File: src/rtl/clock_ctrl_pkg.sv
// clock_ctrl_pkg: shared state encoding for the CPU clock-enable sequencer
package clock_ctrl_pkg;
  localparam logic [1:0] STATE_HALT = 2'd0;
  localparam logic [1:0] STATE_RUN  = 2'd1;
  localparam logic [1:0] STATE_STEP = 2'd2;
  typedef enum logic [1:0] {
    HALT = STATE_HALT,
    RUN  = STATE_RUN,
    STEP = STATE_STEP
  } ctrl_state_t;
endpackage

File: src/rtl/clock_controller_if.sv
// clock_controller_if: run/step controls, ratio load port and tick outputs
interface clock_controller_if #(parameter int WIDTH = 32);
  logic             cmd_run;
  logic             step_req;
  logic             cfg_valid;
  logic [WIDTH-1:0] cfg_ratio;
  logic             cfg_ready;
  logic             tick;
  logic [WIDTH-1:0] tick_count;
  logic [1:0]       state;
  modport master (
    output cmd_run, step_req, cfg_valid, cfg_ratio,
    input  cfg_ready, tick, tick_count, state
  );
  modport slave (
    input  cmd_run, step_req, cfg_valid, cfg_ratio,
    output cfg_ready, tick, tick_count, state
  );
endinterface

File: src/rtl/rising_edge_detect.sv
// rising_edge_detect: one-cycle pulse on each low-to-high transition of d
module rising_edge_detect (
  input  logic clock,
  input  logic reset_n,
  input  logic d,
  output logic pulse
);
  logic step_prev;
  // remember last level so a held-high input yields only one pulse
  always_ff @(posedge clock or negedge reset_n)
    if (!reset_n) step_prev <= 1'b0;
    else step_prev <= d;
  assign pulse = d & ~step_prev;
endmodule

File: src/rtl/clock_controller.sv
// clock_controller: run/halt/single-step sequencer producing a one-cycle CPU tick
module clock_controller
  import clock_ctrl_pkg::*;
#(
  parameter int WIDTH         = 32,
  parameter int DEFAULT_RATIO = 2
) (
  input logic               clock,
  input logic               reset_n,
  clock_controller_if.slave bus
);
  localparam logic [WIDTH-1:0] ONE = WIDTH'(1);
  ctrl_state_t      st;
  logic [WIDTH-1:0] counter;
  logic [WIDTH-1:0] ratio_reg;
  logic [WIDTH-1:0] tick_count;
  logic             step_rise;
  logic             tick;
  logic             load;
  rising_edge_detect u_step (
    .clock   (clock),
    .reset_n (reset_n),
    .d       (bus.step_req),
    .pulse   (step_rise)
  );
  assign tick           = (st != HALT) && (counter == ratio_reg - ONE);
  assign load           = bus.cfg_valid && (st == HALT);
  assign bus.tick       = tick;
  assign bus.cfg_ready  = st == HALT;
  assign bus.tick_count = tick_count;
  assign bus.state      = st;
  // sequencer FSM with period counter, ratio register and tick counter
  always_ff @(posedge clock or negedge reset_n)
    if (!reset_n) begin
      st         <= HALT;
      counter    <= '0;
      ratio_reg  <= WIDTH'(DEFAULT_RATIO);
      tick_count <= '0;
    end else begin
      if (tick) tick_count <= tick_count + ONE;
      if (load) ratio_reg <= (bus.cfg_ratio == '0) ? ONE : bus.cfg_ratio;
      case (st)
        HALT: begin
          counter <= '0;
          if (bus.cmd_run) st <= RUN;
          else if (step_rise) st <= STEP;
        end
        RUN:
          if (!bus.cmd_run) begin
            st      <= HALT;
            counter <= '0;
          end else counter <= tick ? '0 : counter + ONE;
        STEP:
          if (tick) begin
            st      <= HALT;
            counter <= '0;
          end else counter <= counter + ONE;
        default: begin
          st      <= HALT;
          counter <= '0;
        end
      endcase
    end
endmodule

File: src/flat_wrapper.sv
// flat-port wrapper written by rule: the top's interface ports become plain ports
module clock_controller_flat import clock_ctrl_pkg::*;
#(
  parameter int WIDTH         = 32,
  parameter int DEFAULT_RATIO = 2
)
  (clock, reset_n, bus_cmd_run, bus_step_req, bus_cfg_valid, bus_cfg_ratio, bus_cfg_ready, bus_tick, bus_tick_count, bus_state);
  clock_controller_if #(.WIDTH(WIDTH)) bus_i ();
  input logic clock;
  input logic reset_n;
  input wire logic [$bits(bus_i.cmd_run)-1:0] bus_cmd_run;
  input wire logic [$bits(bus_i.step_req)-1:0] bus_step_req;
  input wire logic [$bits(bus_i.cfg_valid)-1:0] bus_cfg_valid;
  input wire logic [$bits(bus_i.cfg_ratio)-1:0] bus_cfg_ratio;
  output wire logic [$bits(bus_i.cfg_ready)-1:0] bus_cfg_ready;
  output wire logic [$bits(bus_i.tick)-1:0] bus_tick;
  output wire logic [$bits(bus_i.tick_count)-1:0] bus_tick_count;
  output wire logic [$bits(bus_i.state)-1:0] bus_state;
  assign bus_i.cmd_run = bus_cmd_run;
  assign bus_i.step_req = bus_step_req;
  assign bus_i.cfg_valid = bus_cfg_valid;
  assign bus_i.cfg_ratio = bus_cfg_ratio;
  assign bus_cfg_ready = bus_i.cfg_ready;
  assign bus_tick = bus_i.tick;
  assign bus_tick_count = bus_i.tick_count;
  assign bus_state = bus_i.state;
  clock_controller #(.WIDTH(WIDTH), .DEFAULT_RATIO(DEFAULT_RATIO)) u_core (.clock(clock), .reset_n(reset_n), .bus(bus_i));
endmodule
File: config.mk
export PLATFORM = sky130hd
export DESIGN_NAME = clock_controller_flat
export DESIGN_NICKNAME = d
export VERILOG_FILES = /design/src/rtl/clock_ctrl_pkg.sv /design/src/rtl/clock_controller_if.sv /design/src/rtl/rising_edge_detect.sv /design/src/rtl/clock_controller.sv /design/src/flat_wrapper.sv
export SDC_FILE = /design/constraint.sdc
export NUM_CORES = 1
export LEC_CHECK = 0
export CAP_MARGIN = 20
export CORE_MARGIN = 2
export CORE_UTILIZATION = 57
export CTS_CLUSTER_SIZE = 40
export DETAILED_ROUTE_END_ITERATION = 6
export GPL_TIMING_DRIVEN = 1
export PLACE_DENSITY = 0.9
export SYNTH_ARGS = -nofsm -noshare
export SYNTH_HDL_FRONTEND = slang
export SYNTH_SLANG_ARGS = --single-unit
File: constraint.sdc
create_clock -name clock -period 4.2 [get_ports clock]
set_input_delay 0.42 -clock clock [delete_from_list [all_inputs] [get_ports clock]]
set_output_delay 0.42 -clock clock [all_outputs]
set_load 0.03 [all_outputs]
# Word level (Yosys, flattened, before mapping)
# Cells that the tools add are included.
[totals]
reg_bits = 99
output_inout_bits = 36
[op_classes]
addsub = 3
n_eq_ne = 6
n_mux = 9
bitwise_logic = 2
reduce_logical = 6
[ops]
columns = ["cell", "n"]
rows = [
  ["two-way mux 32 bit", 3],
  ["adder 32 x 1 -> 32 bit (second input constant)", 2],
  ["case mux 32 bit (2 select lines)", 1],
  ["== test 32 bit", 1],
  ["logical NOT 32 bit", 1],
  ["subtractor 32 x 1 -> 32 bit (second input constant)", 1],
  ["two-way mux 2 bit", 4],
  ["case mux 2 bit (3 select lines)", 1],
  ["inequality test 2 bit (second input constant)", 2],
  ["inequality test 3 x 2 -> 1 bit (second input constant)", 1],
  ["AND reduction 3 bit", 1],
  ["== test 2 x 1 -> 1 bit (second input constant)", 1],
  ["== test 2 bit (second input constant)", 1],
  ["logical AND 1 bit", 2],
  ["logical NOT 2 bit", 1],
  ["nonzero test 2 bit", 1],
  ["AND 1 bit", 1],
  ["inverter 1 bit", 1],
]

# Depth between registers and ports, before layout
# Gate-level depths: netlist (run 1).
[depth]
ltp_word = 6
ltp_mapped = 12

# By module
# From an unflattened synthesis (run 1), not the netlist that was laid out.
[hier_totals]
cells_unflattened = 597
area_unflattened_um2 = 5829.3
[modules_own_cells]
columns = ["module", "instances", "cells_per_inst", "area_per_inst_um2", "seq_area_each_um2"]
rows = [
  ["clock_controller", 1, 595, 5790.6, 2453.6],
  ["rising_edge_detect", 1, 2, 38.8, 25.0],
]

# Worst setup path before layout (run 1)
# OpenSTA, ideal clock, no wires.
[synth_path]
path_type = "register -> output"
from = "register u_core.ratio_reg[2]"
to = "output port bus_tick"
arrival_time_ns = 3.254
slack_ns = 0.526
path_stages_with_launch = 12
path_cell_list = "dfrtp_1 buf_2 or4_1 clkbuf_1 or4b_1 or4_1 a211oi_1 a311o_1 nand2_1 buf_2 a31oi_1 and3_1"
[synth_between]
elab_chain_cells = 3
[synth_rtl]
columns = ["element", "line_no", "text"]
rows = [
  ["from (decl)", "clock_controller.sv:15", "logic [WIDTH-1:0] ratio_reg;"],
  ["from (signal assigned)", "clock_controller.sv:37", "ratio_reg <= WIDTH'(DEFAULT_RATIO);"],
  ["from (signal assigned)", "clock_controller.sv:41", "if (load) ratio_reg <= (bus.cfg_ratio == '0) ? ONE : bus.cfg_ratio;"],
  ["subtractor 32 x 1 -> 32 bit", "clock_controller.sv:26", "assign tick = (st != HALT) && (counter == ratio_reg - ONE);"],
  ["== test 32 bit", "clock_controller.sv:26", ""],
  ["logical AND 1 bit", "clock_controller.sv:26", ""],
  ["to (decl)", "flat_wrapper.sv:16", "output wire logic [$bits(bus_i.tick)-1:0] bus_tick;"],
]
# No other way between the ends.

# Worst setup path in the final report (run 1)
# Same ends and word-level chain as after synthesis.

==> metrics.md, run 1 <==
| Metric | Value |
|---|---|
| Result of the run | finished, final reports clean |
| Placed cell count | 800 |
| Total Nets Final | between 700 and 800 |
| Wirelength per Cell | between 15 and 20 um |
| Number of cells on the worst reg-to-reg path | 9 |
| Required time of the critical path | ~3.8 ns |
| Post-Syn Instances | between 600 and 700 |
| CTS resizes | 0 |
| Pin slew with the least headroom to its limit | 0.793 ns |
| Overall Global Routing Usage | 27.3% |
| Core region area | around 10,000 sq um |
| Endpoint of the lowest-slack register-to-register path | u_core.bus.tick_count[19] |
| CTS tree | done |
| Post-synthesis average cell area | 10.1 sq um |
| Max Transition Viols Final | 0 |
| Std-Cell Rows | 37 |
| Antenna diode count | 0 |
| Asr flop ratio synth | 100% |
| Peak supply drop | around 0.00031 V |
| Clock buffers created by TritonCTS | 9 |
| Vert. Die Dim | 108 um |
| Static Leakage | about 2.9 nW |
| Synthesis-to-layout area growth | 17.1% |
| Antenna violations before repair | 0 |
| Antenna Violating Nets Remaining | 0 |
| Share of the clock period used by the worst path | around 95% |
| Effective utilization at floorplan | between 50% and 60% |
| Drt pass-1 iters | 5 |
| I/O pin total | 73 |
| Via count of the first global-routing pass | around 5,000 |
| Post-Synthesis Net Count | 655 |
| Final TNS setup | 0 ns |
| Routed wire length | between 15,000 and 20,000 um |
| Maximum buffer depth of the clock tree | 2 |
| Max Cap Violations | 0 |
| Share of cells above drive strength 1 | ~15% |
| DRC violation total after the first TritonRoute iteration | 301 |
| H-tree Lvls | 3 |
| Wire length of the first global-routing pass | 25,000 um |
| Placer congestion estimate | just over 0.9 |
| Total count of hold-check failures in the final report | 0 |
| Clk_lat worst skew | roughly 0.39 ns |
| Final non-filler cell total | around 820 |
| Post-Place Setup Slack | approximately 0.32 ns |
| Setup slack of the most critical reg-to-reg path | between 0.2 and 0.3 ns |
| Predominant post-synthesis flop cell | sky130_fd_sc_hd__dfrtp_1 |
| Die Footprint | 11,600 sq um |
| Post-route worst setup slack | between 0.2 and 0.25 ns |
| Fmax achieved | between 0.2 and 0.3 GHz |
| Hpwl dp | 11,400 um |
| Kind of end point of the critical path | primary output |
| Maximum number of pins on one net before global-route repair | between 60 and 70 |
| Die Width | around 110 um |
| Path category of the worst min-delay check | primary input to async pin |
| Startpoint of the most critical register-to-register path | u_core.ratio_reg[7] |
| Number of hold buffers added after cts | 0 |
| Setup CP Type | flip-flop to primary output |
| CTS clk-pin slew, worst paths | ~0.1 ns |
| Crit path arrival time | between 3 and 4 ns |
| Post CTS Setup Buffer Count | 0 |
| Kind of start point of the critical path | flip-flop |
| Filler Cell Count | approximately 800 |
| Final critical delay including setup and external delays | roughly 4 ns |
| Count of warnings emitted by yosys | 0 |
| Residual DRC | 0 |
| Sum of internal, switching and leakage power | 3.20 mW |
| Count of flip-flops with a built-in enable after synthesis | 0 |
| Via total after detailed routing | roughly 5,100 |
| Clk_skew | around 0.020 ns |
| Yosys reg bits | 99 |
| Vias/cell | approximately 6.3 |
| Portion of the post-synthesis area used by sequential elements | about two fifths |
| Root Driver | sky130_fd_sc_hd__clkbuf_8 |
| Sinks on Clock Net | between 90 and 100 |
| Number of I/O port buffers | just over 70 |
| Final setup violation count | 0 |
| Distinct cell type count of the synthesized netlist | 62 |
| Worst Path Max Fanout | 9 |
| Total grt overflow | 0 |
| Pwr/cell area | about 440 nW/um^2 |
| Setup repair after global routing missed its margin | false |
| Netlist area before placement | 6150 sq um |
| Slew Limit Headroom | between 40% and 50% |
==> layer usage <==
metal | vias to the layer above | part of all wire, % | wire (um) | global-route usage, %
met5 | - | 0 | 0 | 0
met1 | 2508 | 42 | 6280 | 34.4
met3 | 39 | 5.1 | 766 | 4.60
met4 | 0 | 2.9 | 434 | 10.5
li1 | 2392 | - | - | -
met2 | 176 | 50 | 7540 | 47.1
==> where the power goes <==
part	total, mW	internal [mW]	switching [mW]
registers	1.41	1.13	0.289
clock network	0.681	0.337	0.344
logic	1.10	0.512	0.591
==> layout by cell type, fill, tap and decap left out, types with 3 or more instances in the layout <==
master,instances
sky130_fd_sc_hd__nor4_2,29
sky130_fd_sc_hd__nand3_1,37
sky130_fd_sc_hd__mux2_2,31
sky130_fd_sc_hd__buf_4,13
sky130_fd_sc_hd__and2_1,5
sky130_fd_sc_hd__and3_1,17
sky130_fd_sc_hd__clkdlybuf4s50_1,70
sky130_fd_sc_hd__nand3b_1,3
sky130_fd_sc_hd__clkbuf_8,9
sky130_fd_sc_hd__nand4_1,20
sky130_fd_sc_hd__nor4b_1,4
sky130_fd_sc_hd__o211ai_1,3
sky130_fd_sc_hd__nor4_1,20
sky130_fd_sc_hd__nand2b_1,3
sky130_fd_sc_hd__or4_1,8
sky130_fd_sc_hd__and4_1,5
sky130_fd_sc_hd__a31oi_1,6
sky130_fd_sc_hd__nand4b_1,4
sky130_fd_sc_hd__nand2_1,34
sky130_fd_sc_hd__inv_1,11
sky130_fd_sc_hd__xnor2_1,28
sky130_fd_sc_hd__a21oi_1,5
sky130_fd_sc_hd__dfrtp_1,98
sky130_fd_sc_hd__ha_1,6
sky130_fd_sc_hd__o21ai_0,8
sky130_fd_sc_hd__mux2i_1,3
sky130_fd_sc_hd__or3_1,6
sky130_fd_sc_hd__nor2_1,23
sky130_fd_sc_hd__nor3_1,49
sky130_fd_sc_hd__xor2_1,69
sky130_fd_sc_hd__nor2b_1,4
==> final cells by class <==
type / count / area (sq um) / area share [%]
flip-flops and latches: 99 / 2480 / 34.4
well taps: 136 / 170 / 2.36
clock buffers: 10 / 128 / 1.77
clock inverters: 5 / 86.3 / 1.20
multi-input cells: 470 / 3480 / 48.3
inverters: 11 / 41.3 / 0.573
repair buffers: 84 / 818 / 11.4
==> kinds of logic (layout without fill, tap and decap cells) <==
family                     Yosys count  count (layout)  share of synthesized area, %
AOI/OAI and AO/OA                   45              45                          5.18
xor gates and xnor gates            97              97                          13.8
adders and majority gates            6               6                          1.22
buffers and inverters               43             110                          3.27
DFF                                 99              99                          40.3
muxes                               35              35                          6.34
and+or+nand+nor                    287             287                          29.9
==> cells in the mapped netlist, types with 3 or more instances <==
cell type | n | area, sq um
sky130_fd_sc_hd__a31oi_1 | 6 | 37.5
sky130_fd_sc_hd__nor2b_1 | 4 | 25.0
sky130_fd_sc_hd__nand4b_1 | 4 | 35.0
sky130_fd_sc_hd__buf_2 | 8 | 40.0
sky130_fd_sc_hd__o211ai_1 | 3 | 22.5
sky130_fd_sc_hd__nor3_1 | 49 | 245
sky130_fd_sc_hd__mux2_2 | 31 | 349
sky130_fd_sc_hd__ha_1 | 6 | 75.1
sky130_fd_sc_hd__buf_1 | 4 | 15.0
sky130_fd_sc_hd__and2_1 | 5 | 31.3
sky130_fd_sc_hd__buf_6 | 4 | 45.0
sky130_fd_sc_hd__nand3_1 | 37 | 185
sky130_fd_sc_hd__o21ai_0 | 8 | 40.0
sky130_fd_sc_hd__mux2i_1 | 3 | 30.0
sky130_fd_sc_hd__nand3b_1 | 3 | 22.5
sky130_fd_sc_hd__nand2b_1 | 3 | 18.8
sky130_fd_sc_hd__a21oi_1 | 5 | 25.0
sky130_fd_sc_hd__clkbuf_1 | 16 | 60.1
sky130_fd_sc_hd__nor4_1 | 20 | 125
sky130_fd_sc_hd__and4_1 | 5 | 43.8
sky130_fd_sc_hd__dfrtp_1 | 98 | 2450
sky130_fd_sc_hd__nor4b_1 | 4 | 35.0
sky130_fd_sc_hd__xor2_1 | 69 | 604
sky130_fd_sc_hd__or3_1 | 6 | 37.5
sky130_fd_sc_hd__nor4_2 | 29 | 363
sky130_fd_sc_hd__nor2_1 | 23 | 86.3
sky130_fd_sc_hd__nand4_1 | 20 | 125
sky130_fd_sc_hd__xnor2_1 | 28 | 245
sky130_fd_sc_hd__inv_1 | 11 | 41.3
sky130_fd_sc_hd__nand2_1 | 34 | 128
sky130_fd_sc_hd__and3_1 | 17 | 106
sky130_fd_sc_hd__or4_1 | 9 | 67.6
==> how the worst max path moves through the flow <==
stage | to | start | cells after the start | slack (ns)
3_3_place_gp | u_core.bus.tick_count[19] | u_core.ratio_reg[4] | 9 | 0.46
4_1_cts | bus_tick | u_core.ratio_reg[2] | 9 | 0.13
6_report | bus_tick | u_core.ratio_reg[2] | 9 | 0.21
3_5_place_dp | u_core.bus.tick_count[19] | u_core.ratio_reg[4] | 9 | 0.32
5_1_grt | bus_tick | u_core.ratio_reg[7] | 9 | 0.02
2_1_floorplan | bus_tick | u_core.ratio_reg[2] | 11 | 0.53
==> stage by stage <==
| stage | utilization, % | hold slack, ns | instance area (sq um) |
|---|---|---|---|
| finish | 69.2 | 0.109 | 7200 |
| global route | 69.2 | 0.177 | 7200 |
| CTS | 69.1 | 0.136 | 7200 |
| detailed placement | 67.1 | 0.477 | 6990 |
| global placement | 67.1 | 0.456 | 6990 |
| floorplan | - | 0.124 | 6150 |
==> worst max-delay path: stages, from the launching register on <==
cell	delay [ns]
sky130_fd_sc_hd__dfrtp_1	0.48
sky130_fd_sc_hd__or4_4	0.58
sky130_fd_sc_hd__or4b_1	0.61
sky130_fd_sc_hd__or4_1	0.44
sky130_fd_sc_hd__a211oi_1	0.29
sky130_fd_sc_hd__a311o_1	0.18
sky130_fd_sc_hd__nand2_1	0.08
sky130_fd_sc_hd__a31oi_1	0.16
sky130_fd_sc_hd__and3_1	0.20
sky130_fd_sc_hd__buf_4	0.17
No activity file was read; power rests on OpenSTA's default activity.
==> run 2, diff against run 1 <==
MAX_ROUTING_LAYER = met4   (was default)
==> run 2 against run 1 <==
Against the previous run: total power is 2.5% lower; critical path depth stayed put; sequential share of layout area is 0.15 points higher; largest power group unchanged; largest cell class unchanged; via count is 1.5% higher; global-route usage is 1.3 points higher; first-iteration DRC count is 60% higher; cell count is 0.12% higher; combinational power hardly changed; sequential power hardly changed; hold slack better by 0.00079 ns; setup slack worse by 0.040 ns; non-clock buffer count is 2 higher.
==> metrics.md, run 2 (synthesis results as in run 1) <==
| Metric | Value |
|---|---|
| Result of the run | finished, final reports clean |
| Post CTS Setup Buffer Count | 0 (unchanged) |
| Kind of end point of the critical path | primary output |
| Hpwl dp | 11,700 um (+3.0%) |
| Sum of internal, switching and leakage power | 3.12 mW (-2.5%) |
| DRC violation total after the first TritonRoute iteration | 483 (+60%) |
| Std-Cell Rows | 37 (unchanged) |
| Final non-filler cell total | 816 (+0.12%) |
| Drt pass-1 iters | 6 (+1) |
| Share of the clock period used by the worst path | 95.9% (+0.96 points) |
| Crit path arrival time | 3.61 ns (+0.04 ns) |
| Required time of the critical path | 3.78 ns (about the same) |
| Fmax achieved | 0.248 GHz (-1.0%) |
| Kind of start point of the critical path | flip-flop |
| Slew Limit Headroom | 46.0% (-1.1 points) |
| Sequential cell fraction of total power | 45.4% (+1.2 points) |
| Share of cells above drive strength 1 | 14.9% (+0.13 points) |
| Effective utilization at floorplan | 59.1% (unchanged) |
| Overall Global Routing Usage | 28.6% (+1.3 points) |
| Placed cell count | 802 (+0.25%) |
| H-tree Lvls | 3 (unchanged) |
| Vias/cell | 6.36 (+1.4%) |
| Total count of hold-check failures in the final report | 0 (unchanged) |
| Residual DRC | 0 (unchanged) |
| Maximum number of pins on one net before global-route repair | 64 (-3.0%) |
| Clk_lat worst skew | 0.39 ns (about the same) |
| Routed wire length | 15,500 um (+3.0%) |
| Static Leakage | 2.85 nW (-0.44%) |
| Final TNS setup | 0 ns (unchanged) |
| Net switching share of the total power | 38.8% (+0.57 points) |
| Die Width | 108 um (unchanged) |
| Peak supply drop | 0.000353 V (+14%) |
| Setup repair after global routing missed its margin | false |
| Total grt overflow | 0 (unchanged) |
| Combinational power share | 35.3% (+0.8 points) |
| Sinks on Clock Net | 99 (unchanged) |
| Wire length of the first global-routing pass | 25,200 um (+0.69%) |
| Via total after detailed routing | 5,193 (+1.5%) |
| Most common library cell in the layout ignoring fill and taps | sky130_fd_sc_hd__dfrtp_1 |
| Via count of the first global-routing pass | 5,088 (+0.43%) |
| I/O pin total | 73 (unchanged) |
| Setup CP Type | flip-flop to primary output |
| Total Nets Final | 720 (+0.28%) |
| Placer congestion estimate | 0.943 (+2.0%) |
| Highest-count cells in the layout ignoring fill and taps | sky130_fd_sc_hd__dfrtp_1 (98), sky130_fd_sc_hd__clkdlybuf4s50_1 (70), sky130_fd_sc_hd__xor2_1 (69), sky130_fd_sc_hd__nor3_1 (49), sky130_fd_sc_hd__nand3_1 (37) |
| CTS tree | done |
| Worst Path Max Fanout | 9 (unchanged) |
| Path category of the worst min-delay check | primary input to async pin |
| CTS clk-pin slew, worst paths | 0.09 ns (about the same) |
| Vert. Die Dim | 108 um (unchanged) |
| Root Driver | sky130_fd_sc_hd__clkbuf_8 |
| Proportion of power drawn by the clock network | 19.3% (-2.0 points) |
| Maximum buffer depth of the clock tree | 2 (unchanged) |
| Pwr/cell area | 435 nW/um^2 (-2.1%) |
| Max Cap Violations | 0 (unchanged) |
| Max Transition Viols Final | 0 (unchanged) |
| Pin slew with the least headroom to its limit | 0.809 ns (+0.0161 ns) |
| Antenna diode count | 0 (unchanged) |
| Wirelength per Cell | 18.9 um (+2.8%) |
| Switching power summed over all nets | 1.21 mW (-1.1%) |
| Die Footprint | 11,600 sq um (unchanged) |
| Clock buffers created by TritonCTS | 9 (unchanged) |
| Antenna violations before repair | 0 (unchanged) |
| Antenna Violating Nets Remaining | 0 (unchanged) |
| Synthesis-to-layout area growth | 16.5% |
| Clk_skew | 0.0153 ns (-0.00474 ns) |
| Core region area | 10,400 sq um (unchanged) |
| Number of I/O port buffers | 72 (unchanged) |
| Final critical delay including setup and external delays | 4.03 ns (+0.0403 ns) |
| Cell internal power dissipation | 1.91 mW (-3.4%) |
| Final setup violation count | 0 (unchanged) |
## run 2: cell count changes in the layout (fill, tap and decap cells not counted)
cell	previous run	this run
sky130_fd_sc_hd__buf_12	1	0
sky130_fd_sc_hd__buf_4	13	16
sky130_fd_sc_hd__bufinv_16	2	1
sky130_fd_sc_hd__clkinv_2	0	1
sky130_fd_sc_hd__clkinv_4	2	1
## run 2: power groups by stage
stage / Sequential (mW) / Combinational [mW] / Clock (mW)
after floorplan: 1.33 / 0.848 / 0
after global routing: 1.44 / 1.20 / 0.653
after CTS: 1.40 / 1.09 / 0.612
after detailed placement: 1.42 / 1.09 / 0
final: 1.41 / 1.10 / 0.602
after global placement: 1.41 / 1.05 / 0
## run 2: stage by stage
stage          hold WS [ns]  area, sq um  utilization, %  setup slack, ns
4_1_cts               0.144         7170            68.8            0.126
3_5_place_dp          0.475         6990            67.1            0.341
5_1_grt               0.179         7170            68.9           0.0160
6_report              0.110         7170            68.9            0.173
3_3_place_gp          0.456         6990            67.1            0.463
2_1_floorplan         0.124         6150               -            0.526
## run 2: timing repair
action / CTS / global route
hold buffers: 0 / 0
gates resized for setup: 0 / 1
endpoints found under the setup margin: 0 / 1
endpoints found under the hold margin: 0 / 0
## run 2: cell type report
type / instances / area [sq um]
sequential: 99 / 2480
inverter: 11 / 41.3
timing repair buffer: 86 / 821
clock inverter: 4 / 52.6
tap: 136 / 170
fill: 772 / 3240
multi-input combinational: 470 / 3480
clock buffer: 10 / 128
## run 2: routing by layer
layer | global-route usage (%) | up-vias | share of wire (%)
met4 | 12.6 | 0 | 3.5
met2 | 46.9 | 174 | 49
met1 | 35.5 | 2571 | 43
met3 | 3.81 | 47 | 4.7
li1 | - | 2401 | -
met5 | - | - | 0
## run 2: critical path, stage by stage, from the launching register on
cell and delay, ns:
sky130_fd_sc_hd__dfrtp_1 0.49, sky130_fd_sc_hd__nor4_4 0.60, sky130_fd_sc_hd__nand2_4 0.16, sky130_fd_sc_hd__or3_4 0.43
sky130_fd_sc_hd__or3b_2 0.45, sky130_fd_sc_hd__a211oi_1 0.33, sky130_fd_sc_hd__nor2_1 0.09, sky130_fd_sc_hd__nor4_1 0.27
sky130_fd_sc_hd__and3_1 0.24, sky130_fd_sc_hd__buf_4 0.17
## run 2: path summary, 6_finish.rpt
kind                                           start  slack (ns)  cells after the start                        end
max                              u_core.ratio_reg[4]        0.17                      9                   bus_tick
min                                          reset_n        0.11                      1  u_core.bus.tick_count[31]
max reg2reg                      u_core.ratio_reg[4]        0.28                      9  u_core.bus.tick_count[19]
min reg2reg                u_core.bus.tick_count[31]        0.49                      1  u_core.bus.tick_count[31]
max in group asynchronous                    reset_n        3.10                      2        u_core.ratio_reg[1]
min in group clock         u_core.bus.tick_count[31]        0.49                      1  u_core.bus.tick_count[31]
